`src/rtl/mem_arbiter.sv`:
```
// Shares one single-port RAM between instruction fetch and load/store. Data
// requests have fixed priority, and a streak counter bounds how long fetch can starve.
module mem_arbiter #(
    parameter int unsigned Width        = 32,
    parameter int unsigned Latency      = 1,
    parameter int unsigned MaxDataBurst = 4
) (
    input  logic             clk,
    input  logic             rst,
    input  logic             if_req,
    input  logic [Width-1:0] if_addr,
    output logic             if_gnt,
    output logic             if_rvalid,
    output logic [Width-1:0] if_rdata,
    input  logic             dm_req,
    input  logic             dm_we,
    input  logic [3:0]       dm_wsel,
    input  logic [Width-1:0] dm_addr,
    input  logic [Width-1:0] dm_wdata,
    output logic             dm_gnt,
    output logic             dm_rvalid,
    output logic [Width-1:0] dm_rdata,
    output logic             mem_re,
    output logic             mem_we,
    output logic [Width-1:0] mem_addr,
    output logic [3:0]       mem_w_sel,
    output logic [Width-1:0] mem_w_data,
    input  logic [Width-1:0] mem_r_data,
    output logic             stallreq_if,
    output logic             stallreq_mem
);

    localparam int unsigned CntW    = 3;
    localparam int unsigned StreakW = 4;

    localparam logic [CntW-1:0]    LatInit   = CntW'(Latency - 1);
    localparam logic [StreakW-1:0] StreakMax = StreakW'(MaxDataBurst);

    typedef enum logic {
        S_IDLE = 1'b0,
        S_BUSY = 1'b1
    } state_e;

    typedef enum logic {
        OWN_IF = 1'b0,
        OWN_DM = 1'b1
    } owner_e;

    state_e              state_q, state_d;
    owner_e              owner_q, owner_d;
    logic [CntW-1:0]     lat_cnt_q, lat_cnt_d;
    logic [StreakW-1:0]  streak_q, streak_d;

    logic rd_done;
    logic window;
    logic gnt_dm;
    logic gnt_if;
    logic gnt_read;

    // The issue window reopens on the rvalid cycle so reads can run back to back.
    assign rd_done  = (state_q == S_BUSY) && (lat_cnt_q == '0);
    assign window   = (state_q == S_IDLE) || rd_done;
    assign gnt_dm   = rst && window && dm_req && !(if_req && (streak_q == StreakMax));
    assign gnt_if   = rst && window && !gnt_dm && if_req;
    assign gnt_read = (gnt_dm && !dm_we) || gnt_if;

    assign if_gnt = gnt_if;
    assign dm_gnt = gnt_dm;

    // RAM port drive: winner's attributes, all-zero when nobody is granted.
    always_comb begin
        mem_re     = 1'b0;
        mem_we     = 1'b0;
        mem_addr   = '0;
        mem_w_sel  = '0;
        mem_w_data = '0;
        if (gnt_dm) begin
            mem_re     = !dm_we;
            mem_we     = dm_we;
            mem_addr   = dm_addr;
            mem_w_sel  = dm_wsel;
            mem_w_data = dm_wdata;
        end else if (gnt_if) begin
            mem_re   = 1'b1;
            mem_addr = if_addr;
        end
    end

    assign if_rvalid = rd_done && (owner_q == OWN_IF);
    assign dm_rvalid = rd_done && (owner_q == OWN_DM);
    assign if_rdata  = if_rvalid ? mem_r_data : '0;
    assign dm_rdata  = dm_rvalid ? mem_r_data : '0;

    assign stallreq_if  = (if_req && !gnt_if) ||
                          ((state_q == S_BUSY) && (owner_q == OWN_IF) && !if_rvalid);
    assign stallreq_mem = (dm_req && !gnt_dm) ||
                          ((state_q == S_BUSY) && (owner_q == OWN_DM) && !dm_rvalid);

    // Next-state: latency countdown, read ownership and fetch-starvation streak.
    always_comb begin
        state_d   = state_q;
        owner_d   = owner_q;
        lat_cnt_d = lat_cnt_q;
        streak_d  = streak_q;

        if ((state_q == S_BUSY) && (lat_cnt_q != '0)) begin
            lat_cnt_d = lat_cnt_q - CntW'(1);
        end else if (gnt_read) begin
            state_d   = S_BUSY;
            owner_d   = gnt_dm ? OWN_DM : OWN_IF;
            lat_cnt_d = LatInit;
        end else begin
            state_d   = S_IDLE;
            lat_cnt_d = '0;
        end

        if (!if_req || gnt_if) begin
            streak_d = '0;
        end else if (gnt_dm && (streak_q != StreakMax)) begin
            streak_d = streak_q + StreakW'(1);
        end
    end

    always_ff @(posedge clk or negedge rst) begin
        if (!rst) begin
            state_q   <= S_IDLE;
            owner_q   <= OWN_IF;
            lat_cnt_q <= '0;
            streak_q  <= '0;
        end else begin
            state_q   <= state_d;
            owner_q   <= owner_d;
            lat_cnt_q <= lat_cnt_d;
            streak_q  <= streak_d;
        end
    end

endmodule
```
`config.mk`:
```
export PLATFORM = sky130hd
export DESIGN_NAME = mem_arbiter
export DESIGN_NICKNAME = d
export VERILOG_FILES = /design/src/rtl/mem_arbiter.sv
export SDC_FILE = /design/constraint.sdc
export NUM_CORES = 1
export LEC_CHECK = 0
export BUFFER_PORTS_ARGS = -buffer_cell sky130_fd_sc_hd__buf_2
export CORE_AREA = 2 2 107 109
export DETAILED_ROUTE_END_ITERATION = 10
export DIE_AREA = 0 0 109 111
export MAX_ROUTING_LAYER = met4
export PLACE_DENSITY = 0.53
export SLEW_MARGIN = 10
export SYNTH_ARGS = -nofsm -noshare
export SYNTH_HDL_FRONTEND = slang
export SYNTH_SLANG_ARGS = --single-unit
```
`constraint.sdc`:
```
create_clock -name clk -period 1.9 [get_ports clk]
set_clock_uncertainty 0.1 [all_clocks]
set_input_delay 0.19 -clock clk [delete_from_list [all_inputs] [get_ports clk]]
set_output_delay 0.19 -clock clk [all_outputs]
set_load 0.005 [all_outputs]
```
==> summary.txt, run 1 <==
Timing
  • Transition at the pin with the smallest max-transition slack: 0.326 ns
  • Setup Total Neg Slack: -26.57 ns
  • Final clock period utilization by the worst path: 1.15
  • Worst slew margin relative to its limit: 0.782
  • Count of pins over their slew limit: 0
  • Setup violators final: 141
  • Max Clk Rate: 0.458 GHz
  • Unrepaired setup endpoints after global routing: yes
  • Total count of hold-check failures in the final report: 0
  • Minimum clock period: 2.18 ns
  • Final setup slack of the worst path: -0.281 ns

Synth
  • Prevailing post-synth register cell: sky130_fd_sc_hd__dfrtp_1
  • Synthesized area per cell: 6.11 um^2
  • Yosys reg bits: 9
  • Biggest area consumer among synthesized cells: sky130_fd_sc_hd__and2_1
  • Most common cell in the synthesized netlist: sky130_fd_sc_hd__and2_1
  • Register area share after synthesis: 0.129
  • Number of instances in the synthesized netlist: 286
  • Fraction of synthesized cell area taken by the top area cell type: 0.361
  • Post-synth EDFFs: 0
  • Most frequent cells after synthesis: sky130_fd_sc_hd__and2_1, sky130_fd_sc_hd__nand2_1, sky130_fd_sc_hd__a21oi_1, sky130_fd_sc_hd__nand3_1, sky130_fd_sc_hd__clkbuf_1
  • Share of flip-flops with an asynchronous set or reset: 1.00
  • Synthesized cell area: 1750 um^2
  • Cell types occupying the most area after synthesis: sky130_fd_sc_hd__and2_1, sky130_fd_sc_hd__dfrtp_1, sky130_fd_sc_hd__a21oi_1, sky130_fd_sc_hd__nand3_1, sky130_fd_sc_hd__nand2_1
  • YS warnings: 0
  • Number of distinct standard cells referenced by the synthesized netlist: 29
  • Synthesized Nets: 427

Flow run
  • Number of maximum-capacitance violations: 0

Drt
  • Final ANT Viol Nets: 0
  • Total via count after detailed routing: 3239
  • Number of iterations in the first detailed-routing pass: 4
  • Ratio of routed vias to standard cells: 4.42
  • Detailed Route Iter0 Violations: 173
  • Average detailed-routed wire length per instance: 15.4 um
  • Number of design rule violations left after detail routing: 0
  • Sum of routed wire length over all layers: 11300 um

Final layout
  • Sequential cell area: 225 um^2
  • Multi-input gate area: 1890 um^2
  • Share of layout cells above drive strength 1: 0.797
  • Ant diodes: 0
  • Final net count: 732
  • Number of fill cells in the layout: 1025
  • Area Overhead vs Synth: 187%
  • Core utilization of the finished layout: 0.453

Die
  • Total die area: 12100 um^2
  • Die width: 109 um
  • Number of rows in the core area: 39
  • Placeable core region: 11100 um^2
  • Starting density of the core: 0.158
  • Top-level port count: 277
  • Die H: 111 um

Placement
  • Half-perimeter wire length after detailed placement: 7010 um
  • Last weighted congestion value of the routability-driven placer: 0.796
  • # port buffers: 276

Critical path
  • Data required time at the worst endpoint: 1.61 ns
  • Startpoint types: flip-flop
  • Critical register-to-register path startpoint: streak_q[1]
  • Data arrival, critical path: 1.89 ns
  • Worst setup EP type: output port
  • Category of the most critical setup path: flip-flop to output port
  • Crit path max fanout: 10
  • First element of the critical path: streak_q[1]

CTS
  • CTS H-tree depth: 1
  • CTS Root Buffer Type: sky130_fd_sc_hd__clkbuf_16
  • CTS tree: built
  • Worst-skew pair later-pin latency: 0.23 ns
  • Clock buffer depth: 2
  • Clock transition time at the flip-flop clock pins of the worst setup and hold paths: 0.04 ns
  • # clock sinks: 9
  • Number of buffers inserted during clock tree synthesis: 3

GRT
  • Aggregate global routing overflow: 0
  • Overall Global Routing Usage: 0.140
  • Wire length of the first global-routing pass: 13400 um
  • Antenna violations before repair: 0
  • Vias in the first global route: 2813
  • Pin count of the biggest net entering global routing: 34

Worst hold path
  • Hold wc startpoint: dm_req
  • Type of the worst min-delay path: primary input to flip-flop

Run status
  • Outcome: finished with violations
  • Violated checks: negative setup slack

Power
  • Total power divided by cell area: 298 nW/um^2
  • Worst voltage drop across the vdd grid: 0.333 mV
  • Leakage dissipation: 2.63 nW
-- routing by layer --
layer,track usage,vias up,wire length [um]
li1,-,1549,-
met1,0.164,1533,4280
met2,0.259,148,6150
met3,0.0170,9,739
met4,0.0120,0,89
met5,-,-,0
-- logic make-up after synthesis --
| kind of cell | Yosys count | share of synthesized area |
|---|---|---|
| and+or+nand+nor | 192 | 0.597 |
| adders and majority gates | 4 | 0.0286 |
| xor gates and xnor gates | 1 | 0.00501 |
| DFF | 9 | 0.129 |
| buffers and inverters | 32 | 0.0787 |
| AOI/OAI and AO/OA | 48 | 0.162 |
-- state kept, by name (all words and copies together), names as in the netlist --
register   count
lat_cnt_q      3
owner_q        1
state_q        1
streak_q       4
-- cell type report --
class,instances,share of cell area
Tap cell,143,0.0357
Multi-Input combinational cell,245,0.376
Timing Repair Buffer,324,0.522
Clock buffer,4,0.0157
Sequential cell,9,0.0449
Inverter,8,0.00599
-- layout by cell type (no fill, tap or decap), drive strengths merged --
| cell | n |
|---|---|
| buf | 315 |
| and2 | 101 |
| nand2 | 41 |
| nand3 | 36 |
| a21oi | 36 |
| clkbuf | 12 |
| dfrtp | 9 |
| inv | 8 |
| nor2 | 6 |
| o21ai | 5 |
| ha | 4 |
| nor3 | 2 |
| and4b | 1 |
| nand2b | 1 |
| a2111oi | 1 |
| nand3b | 1 |
| nor2b | 1 |
| and3 | 1 |
| xnor2 | 1 |
| a221oi | 1 |
| o311ai | 1 |
| o21bai | 1 |
| a22o | 1 |
| a31oi | 1 |
| a32o | 1 |
| nand4 | 1 |
| dlygate4sd3 | 1 |
-- power by group --
group	total, W	internal (W)	switching (W)
clock	0.000373	0.000280	0.0000923
sequential	0.000210	0.000198	0.0000114
combinational	0.000914	0.000543	0.000371
total	0.00150	0.00102	0.000474
-- worst paths after layout --
check | endpoint | slack (ns) | cells past startpoint
worst min register to register | lat_cnt_q[0] | 0.34 | 1
worst max register to register | streak_q[3] | -0.02 | 9
max in group asynchronous | owner_q | 1.16 | 3
worst min-delay path | streak_q[1] | 0.17 | 3
worst max-delay path | mem_w_sel[0] | -0.28 | 8
min in group asynchronous | streak_q[1] | 0.19 | 2
-- critical path, stage by stage (launching register included) --
cell and delay (ns):
sky130_fd_sc_hd__dfrtp_1 0.36, sky130_fd_sc_hd__inv_2 0.05, sky130_fd_sc_hd__ha_4 0.15, sky130_fd_sc_hd__and4b_2 0.25, sky130_fd_sc_hd__a2111oi_4 0.26, sky130_fd_sc_hd__buf_6 0.20
sky130_fd_sc_hd__buf_16 0.13, sky130_fd_sc_hd__and2_1 0.13, sky130_fd_sc_hd__buf_2 0.11
-- per-stage QoR --
| step | cells | hold WS (ns) | total power (W) | area (um^2) | setup WS, ns |
|---|---|---|---|---|---|
| finish | 733 | 0.166 | 0.00150 | 5020 | -0.281 |
| detailed placement | 697 | -0.113 | 0.000757 | 3410 | -0.0884 |
| floorplan | 286 | -0.206 | 0.000425 | 1750 | 0.00902 |
| CTS | 715 | 0.166 | 0.00120 | 3800 | -0.223 |
| global route | 733 | 0.185 | 0.00158 | 5020 | -0.358 |
| global placement | 697 | -0.113 | 0.000751 | 3410 | -0.0413 |
-- what timing repair did --
item / CTS / global route
pin swaps: 5 / 89
setup buffers: 7 / 10
endpoints found under the setup margin: 140 / 142
gates resized for setup: 32 / 226
cloned: 6 / 10
hold buffers: 1 / 0
endpoints found under the hold margin: 9 / 0
Note: power is estimated with default switching activity, not from simulation.
==> inputs of run 2 (changes only) <==
BUFFER_PORTS_ARGS = -buffer_cell sky130_fd_sc_hd__buf_4   (was -buffer_cell sky130_fd_sc_hd__buf_2)
==> summary.txt, run 2 (same netlist as run 1, synthesis figures left out) <==
Run status
  • Outcome: finished with violations
  • Violated checks: negative hold slack, negative setup slack

Final layout
  • Multi-input gate area: 1860 um^2
  • Final net count: 727
  • Largest registers: streak_q: 4 flops, lat_cnt_q: 3 flops
  • Most frequent cells in the layout: sky130_fd_sc_hd__buf_4, sky130_fd_sc_hd__buf_6, sky130_fd_sc_hd__and2_4
  • Number of fill cells in the layout: 1038
  • Sequential cell area: 225 um^2
  • Finished layout cell area: 5390 um^2
  • Share of layout cells above drive strength 1: 0.810
  • Flip-flop count of the largest register, all copies and words added: 4
  • Commonest non-fill, non-tap cell in the layout: sky130_fd_sc_hd__buf_4
  • Count of non-filler cells in the finished layout: 729
  • Register with the highest flop count: streak_q
  • Area Overhead vs Synth: 209%

Timing
  • Transition at the pin with the smallest max-transition slack: 0.354 ns
  • Hold WS: -0.310 ns
  • Setup violators final: 139
  • Count of pins over their slew limit: 0
  • Minimum clock period: 2.22 ns
  • Max Clk Rate: 0.451 GHz
  • Worst slew margin relative to its limit: 0.764
  • Final setup slack of the worst path: -0.317 ns
  • Total count of hold-check failures in the final report: 9
  • Final clock period utilization by the worst path: 1.17
  • Unrepaired setup endpoints after global routing: yes

GRT
  • Vias in the first global route: 3175
  • Wire length of the first global-routing pass: 16200 um
  • Aggregate global routing overflow: 0
  • Antenna violations before repair: 1
  • Overall Global Routing Usage: 0.170
  • Pin count of the biggest net entering global routing: 33

Drt
  • Final ANT Viol Nets: 0
  • Ratio of routed vias to standard cells: 4.39
  • Number of design rule violations left after detail routing: 0
  • Total via count after detailed routing: 3201
  • Detailed Route Iter0 Violations: 117
  • Sum of routed wire length over all layers: 11900 um
  • Number of iterations in the first detailed-routing pass: 4
  • Average detailed-routed wire length per instance: 16.4 um

Placement
  • Half-perimeter wire length after detailed placement: 7770 um
  • Last weighted congestion value of the routability-driven placer: 0.809
  • Cell total after placement: 697
  • # port buffers: 276
  • DP Area: 4100 um^2
  • Worst Setup Slack post-DPL: -0.0982 ns

Critical path
  • Data arrival, critical path: 1.93 ns
  • Number of cells on the worst reg-to-reg path: 10
  • Slowest library cell on the worst path: sky130_fd_sc_hd__dfrtp_1
  • Critical register-to-register path startpoint: streak_q[0]
  • CP Capture Point: mem_w_data[8]
  • Cells along the critical path: inv_2, ha_4, and4b_1, buf_6, a2111oi_4, buf_6, buf_12, and2_1, buf_4
  • First element of the critical path: streak_q[0]
  • Data required time at the worst endpoint: 1.61 ns
  • Category of the most critical setup path: flip-flop to output port
  • Setup slack of the most critical reg-to-reg path: 0 ns
  • Reg2Reg Capture Point: streak_q[0]
  • Cell repeated most along the worst path: sky130_fd_sc_hd__buf_6
  • Crit path max fanout: 11
  • Startpoint types: flip-flop
  • Worst setup EP type: output port
  • Largest stage delay, worst path: 0.37 ns

Power
  • Total power divided by cell area: 293 nW/um^2
  • Worst voltage drop across the vdd grid: 0.313 mV
  • Leakage dissipation: 2.69 nW

CTS
  • Clock transition time at the flip-flop clock pins of the worst setup and hold paths: 0.04 ns
  • Worst-skew pair later-pin latency: 0.23 ns
  • Number of buffers inserted during clock tree synthesis: 3
  • CTS H-tree depth: 1
  • CTS tree: built
  • CTS Root Buffer Type: sky130_fd_sc_hd__clkbuf_16
  • # clock sinks: 9
  • Clock buffer depth: 2

Flow run
  • Number of maximum-capacitance violations: 0

Die
  • Starting density of the core: 0.158
  • Total die area: 12100 um^2
  • Placeable core region: 11100 um^2
  • Die H: 111 um
  • Top-level port count: 277
  • Number of rows in the core area: 39
  • Die width: 109 um

Worst hold path
  • Type of the worst min-delay path: primary input to async pin
==> run 2: per-stage QoR <==
stage	setup TNS [ns]	utilization	total power [W]
after detailed placement	-4.52	0.370	0.000917
after global placement	-2.40	0.370	0.000910
after CTS	-23.34	0.433	0.00144
final	-26.40	0.487	0.00158
after global routing	-37.56	0.487	0.00167
after floorplan	0	-	0.000425
==> run 2: final cells by class <==
cell class	count	share of cell area
repair buffers	319	0.559
multi-input cells	245	0.346
flip-flops and latches	9	0.0418
well taps	143	0.0332
clock buffers	4	0.0146
inverters	8	0.00557
diodes	1	0.000464
==> run 2: repair_timing <==
| item | in CTS | in global routing |
|---|---|---|
| pin swaps | 24 | 63 |
| cloned | 10 | 6 |
| endpoints found under the setup margin | 140 | 143 |
| resized for setup | 79 | 190 |
| buffers inserted | 13 | 5 |
| endpoints found under the hold margin | 9 | 9 |
==> run 2: per-layer routing <==
metal,track usage,vias up,wire length (um)
met5,-,-,0
met4,0.0333,0,112
met3,0.0235,8,811
met2,0.320,149,6600
met1,0.185,1505,4410
li1,-,1539,-
==> run 2: how the worst min path moves through the flow <==
stage | end | slack [ns] | cells after the start
after CTS | streak_q[1] | -0.31 | 1
final | streak_q[1] | -0.31 | 1
after global placement | streak_q[1] | -0.06 | 1
after detailed placement | streak_q[1] | -0.06 | 1
after floorplan | lat_cnt_q[0] | -0.21 | 0
after global routing | streak_q[1] | -0.31 | 1
==> run 2: where the power goes <==
| group | switching [W] | internal [W] | leakage [nW] |
|---|---|---|---|
| registers | 0.0000115 | 0.000198 | 0.121 |
| clock network | 0.0000863 | 0.000280 | 0.0382 |
| logic | 0.000372 | 0.000633 | 2.53 |
| total | 0.000470 | 0.00111 | 2.69 |
==> run 2: critical path: cells and delay by family, from the launching register on <==
kind / cells / cell delay [ns]
buffers and inverters: 5 / 0.61
adder cells (fa/ha/maj): 1 / 0.15
AO/OA/AOI/OAI: 1 / 0.23
flip-flops: 1 / 0.37
AND/OR/NAND/NOR: 2 / 0.33
==> inputs of run 3 (changes only) <==
CORE_AREA = 2 2 108 110   (was 2 2 107 109)
CTS_BUF_LIST = sky130_fd_sc_hd__clkbuf_8   (was not set)
DIE_AREA = 0 0 110 112   (was 0 0 109 111)
HOLD_SLACK_MARGIN = 0.02   (was not set)
PLACE_DENSITY = 0.52   (was 0.53)
==> summary.txt, run 3 (same netlist as run 1, synthesis figures left out) <==
CTS
  • # clock sinks: 9
  • Clock transition time at the flip-flop clock pins of the worst setup and hold paths: 0.05 ns
  • CTS H-tree depth: 1
  • CTS Root Buffer Type: sky130_fd_sc_hd__clkbuf_8
  • CTS tree: built
  • Number of buffers inserted during clock tree synthesis: 3
  • Worst-skew pair later-pin latency: 0.23 ns
  • Clock buffer depth: 2

Final layout
  • Number of fill cells in the layout: 1128
  • Core utilization of the finished layout: 0.431
  • Most frequent cells in the layout: sky130_fd_sc_hd__buf_4, sky130_fd_sc_hd__and2_1, sky130_fd_sc_hd__buf_6
  • Final net count: 722
  • Area Overhead vs Synth: 176%
  • Flip-flop count of the largest register, all copies and words added: 4
  • Ant diodes: 0
  • Largest registers: streak_q: 4 flops, lat_cnt_q: 3 flops
  • Commonest non-fill, non-tap cell in the layout: sky130_fd_sc_hd__buf_4
  • Share of layout cells above drive strength 1: 0.671
  • Register with the highest flop count: streak_q

Critical path
  • Largest stage delay, worst path: 0.39 ns
  • Buffers plus inverters on the worst setup path: 4
  • Cells along the critical path: inv_2, ha_4, nand2b_4, a2111oi_4, buf_4, clkbuf_16, and2_4, buf_6
  • Number of cells on the worst reg-to-reg path: 9
  • Worst setup EP type: output port
  • Slowest library cell on the worst path: sky130_fd_sc_hd__a2111oi_4
  • Startpoint types: flip-flop
  • Levels on crit path: 8
  • Crit path max fanout: 5
  • Data arrival, critical path: 1.86 ns
  • Reg2Reg Capture Point: streak_q[3]
  • Critical register-to-register path startpoint: lat_cnt_q[0]
  • Category of the most critical setup path: flip-flop to output port
  • Setup slack of the most critical reg-to-reg path: 0.04 ns
  • Data required time at the worst endpoint: 1.61 ns
  • Family of cells with the greatest summed delay on the critical path: buffers and inverters
  • First element of the critical path: lat_cnt_q[0]

GRT
  • Vias in the first global route: 2845
  • Aggregate global routing overflow: 0
  • Wire length of the first global-routing pass: 14000 um
  • Overall Global Routing Usage: 0.144
  • Pin count of the biggest net entering global routing: 34
  • Antenna violations before repair: 0

Die
  • Placeable core region: 11200 um^2
  • Number of rows in the core area: 39
  • Die width: 110 um
  • Starting density of the core: 0.156
  • Top-level port count: 277
  • Total die area: 12300 um^2
  • Die H: 112 um

Power
  • Internal power summed over all cells: 0.000901 W
  • Total power divided by cell area: 272 nW/um^2
  • Reg power frac: 0.160
  • Power spent charging and discharging nets: 0.000411 W
  • Combinational Power Share: 0.672
  • Portion of total power attributed to the clock network: 0.169
  • Switching part of the total power: 0.313
  • Worst voltage drop across the vdd grid: 0.278 mV
  • Leakage dissipation: 2.50 nW

Drt
  • Ratio of routed vias to standard cells: 4.26
  • Sum of routed wire length over all layers: 10500 um
  • Number of iterations in the first detailed-routing pass: 4
  • Total via count after detailed routing: 3081
  • Final ANT Viol Nets: 0
  • Detailed Route Iter0 Violations: 150
  • Average detailed-routed wire length per instance: 14.6 um
  • Number of design rule violations left after detail routing: 0

Flow run
  • Number of maximum-capacitance violations: 0

Placement
  • Worst Setup Slack post-DPL: -0.0771 ns
  • Half-perimeter wire length after detailed placement: 7780 um
  • Last weighted congestion value of the routability-driven placer: 0.829
  • # port buffers: 276

Worst hold path
  • Worst hold path depth: 2
  • Type of the worst min-delay path: primary input to flip-flop
  • Hold wc startpoint: dm_we
  • Hold worst-path end: state_q

Timing
  • Setup violators final: 137
  • Total count of hold-check failures in the final report: 0
  • Count of pins over their slew limit: 0
  • Transition at the pin with the smallest max-transition slack: 0.468 ns
  • Final setup slack of the worst path: -0.252 ns
  • Final clock period utilization by the worst path: 1.13
  • Max Clk Rate: 0.465 GHz
  • Minimum clock period: 2.15 ns
  • Worst slew margin relative to its limit: 0.687
  • Unrepaired setup endpoints after global routing: yes

Run status
  • Outcome: finished with violations
  • Violated checks: negative setup slack
[run 3: changes by cell type in the layout (fill, tap and decap cells not counted), moves of 19 or more]
cell | before | now
sky130_fd_sc_hd__buf_4 | 206 | 259
sky130_fd_sc_hd__buf_6 | 92 | 40
sky130_fd_sc_hd__and2_4 | 84 | 37
sky130_fd_sc_hd__a21oi_1 | 3 | 22
sky130_fd_sc_hd__a21oi_2 | 33 | 13
sky130_fd_sc_hd__and2_1 | 17 | 64
[run 3: how the worst max path moves through the flow]
stage                          end  slack [ns]
floorplan           mem_w_data[23]       0.009
global placement     mem_w_data[4]       -0.07
detailed placement  mem_w_data[24]       -0.08
CTS                  mem_w_data[5]       -0.22
global route         mem_w_data[9]       -0.34
finish              mem_w_data[29]       -0.25
[run 3: final cells by class]
type | instances | area (um^2) | area share
clock buffers | 3 | 41.3 | 0.00856
clock inverters | 1 | 3.75 | 0.000779
inverters | 8 | 30.0 | 0.00623
multi-input cells | 245 | 1630 | 0.338
flip-flops and latches | 9 | 225 | 0.0467
well taps | 143 | 179 | 0.0371
repair buffers | 314 | 2710 | 0.562
[run 3: metal layers]
layer,global-route usage,vias to the layer above,part of all wire
li1,-,1524,-
met4,0.0101,0,0.0064
met1,0.170,1405,0.37
met2,0.266,144,0.55
met3,0.0205,8,0.080
met5,-,-,0
[run 3: repair_timing]
| action | 4_1_cts | 5_1_grt |
|---|---|---|
| buffers inserted | 6 | 8 |
| gates cloned | 4 | 4 |
| resized for setup | 23 | 99 |
| pin swaps | 4 | 26 |
| hold endpoints to repair | 9 | 9 |
| endpoints found under the setup margin | 139 | 141 |
[run 3: power groups by stage]
stage | Clock [W] | Combinational (W) | Sequential [W]
global placement | 0 | 0.000699 | 0.000209
detailed placement | 0 | 0.000706 | 0.000209
floorplan | 0 | 0.000218 | 0.000207
CTS | 0.000222 | 0.000762 | 0.000208
global route | 0.000232 | 0.000951 | 0.000211
finish | 0.000221 | 0.000881 | 0.000209
[run 3: stage by stage]
stage / std cells / hold WS (ns) / cell area (um^2) / power (W) / setup TNS (ns)
3_5_place_dp: 697 / -0.0596 / 4090 / 0.000915 / -2.49
2_1_floorplan: 286 / -0.206 / 1750 / 0.000425 / 0
6_report: 723 / 0.134 / 4820 / 0.00131 / -18.38
4_1_cts: 711 / -0.305 / 4340 / 0.00119 / -17.37
5_1_grt: 723 / 0.156 / 4820 / 0.00139 / -30.53
3_3_place_gp: 697 / -0.0613 / 4090 / 0.000908 / -1.98
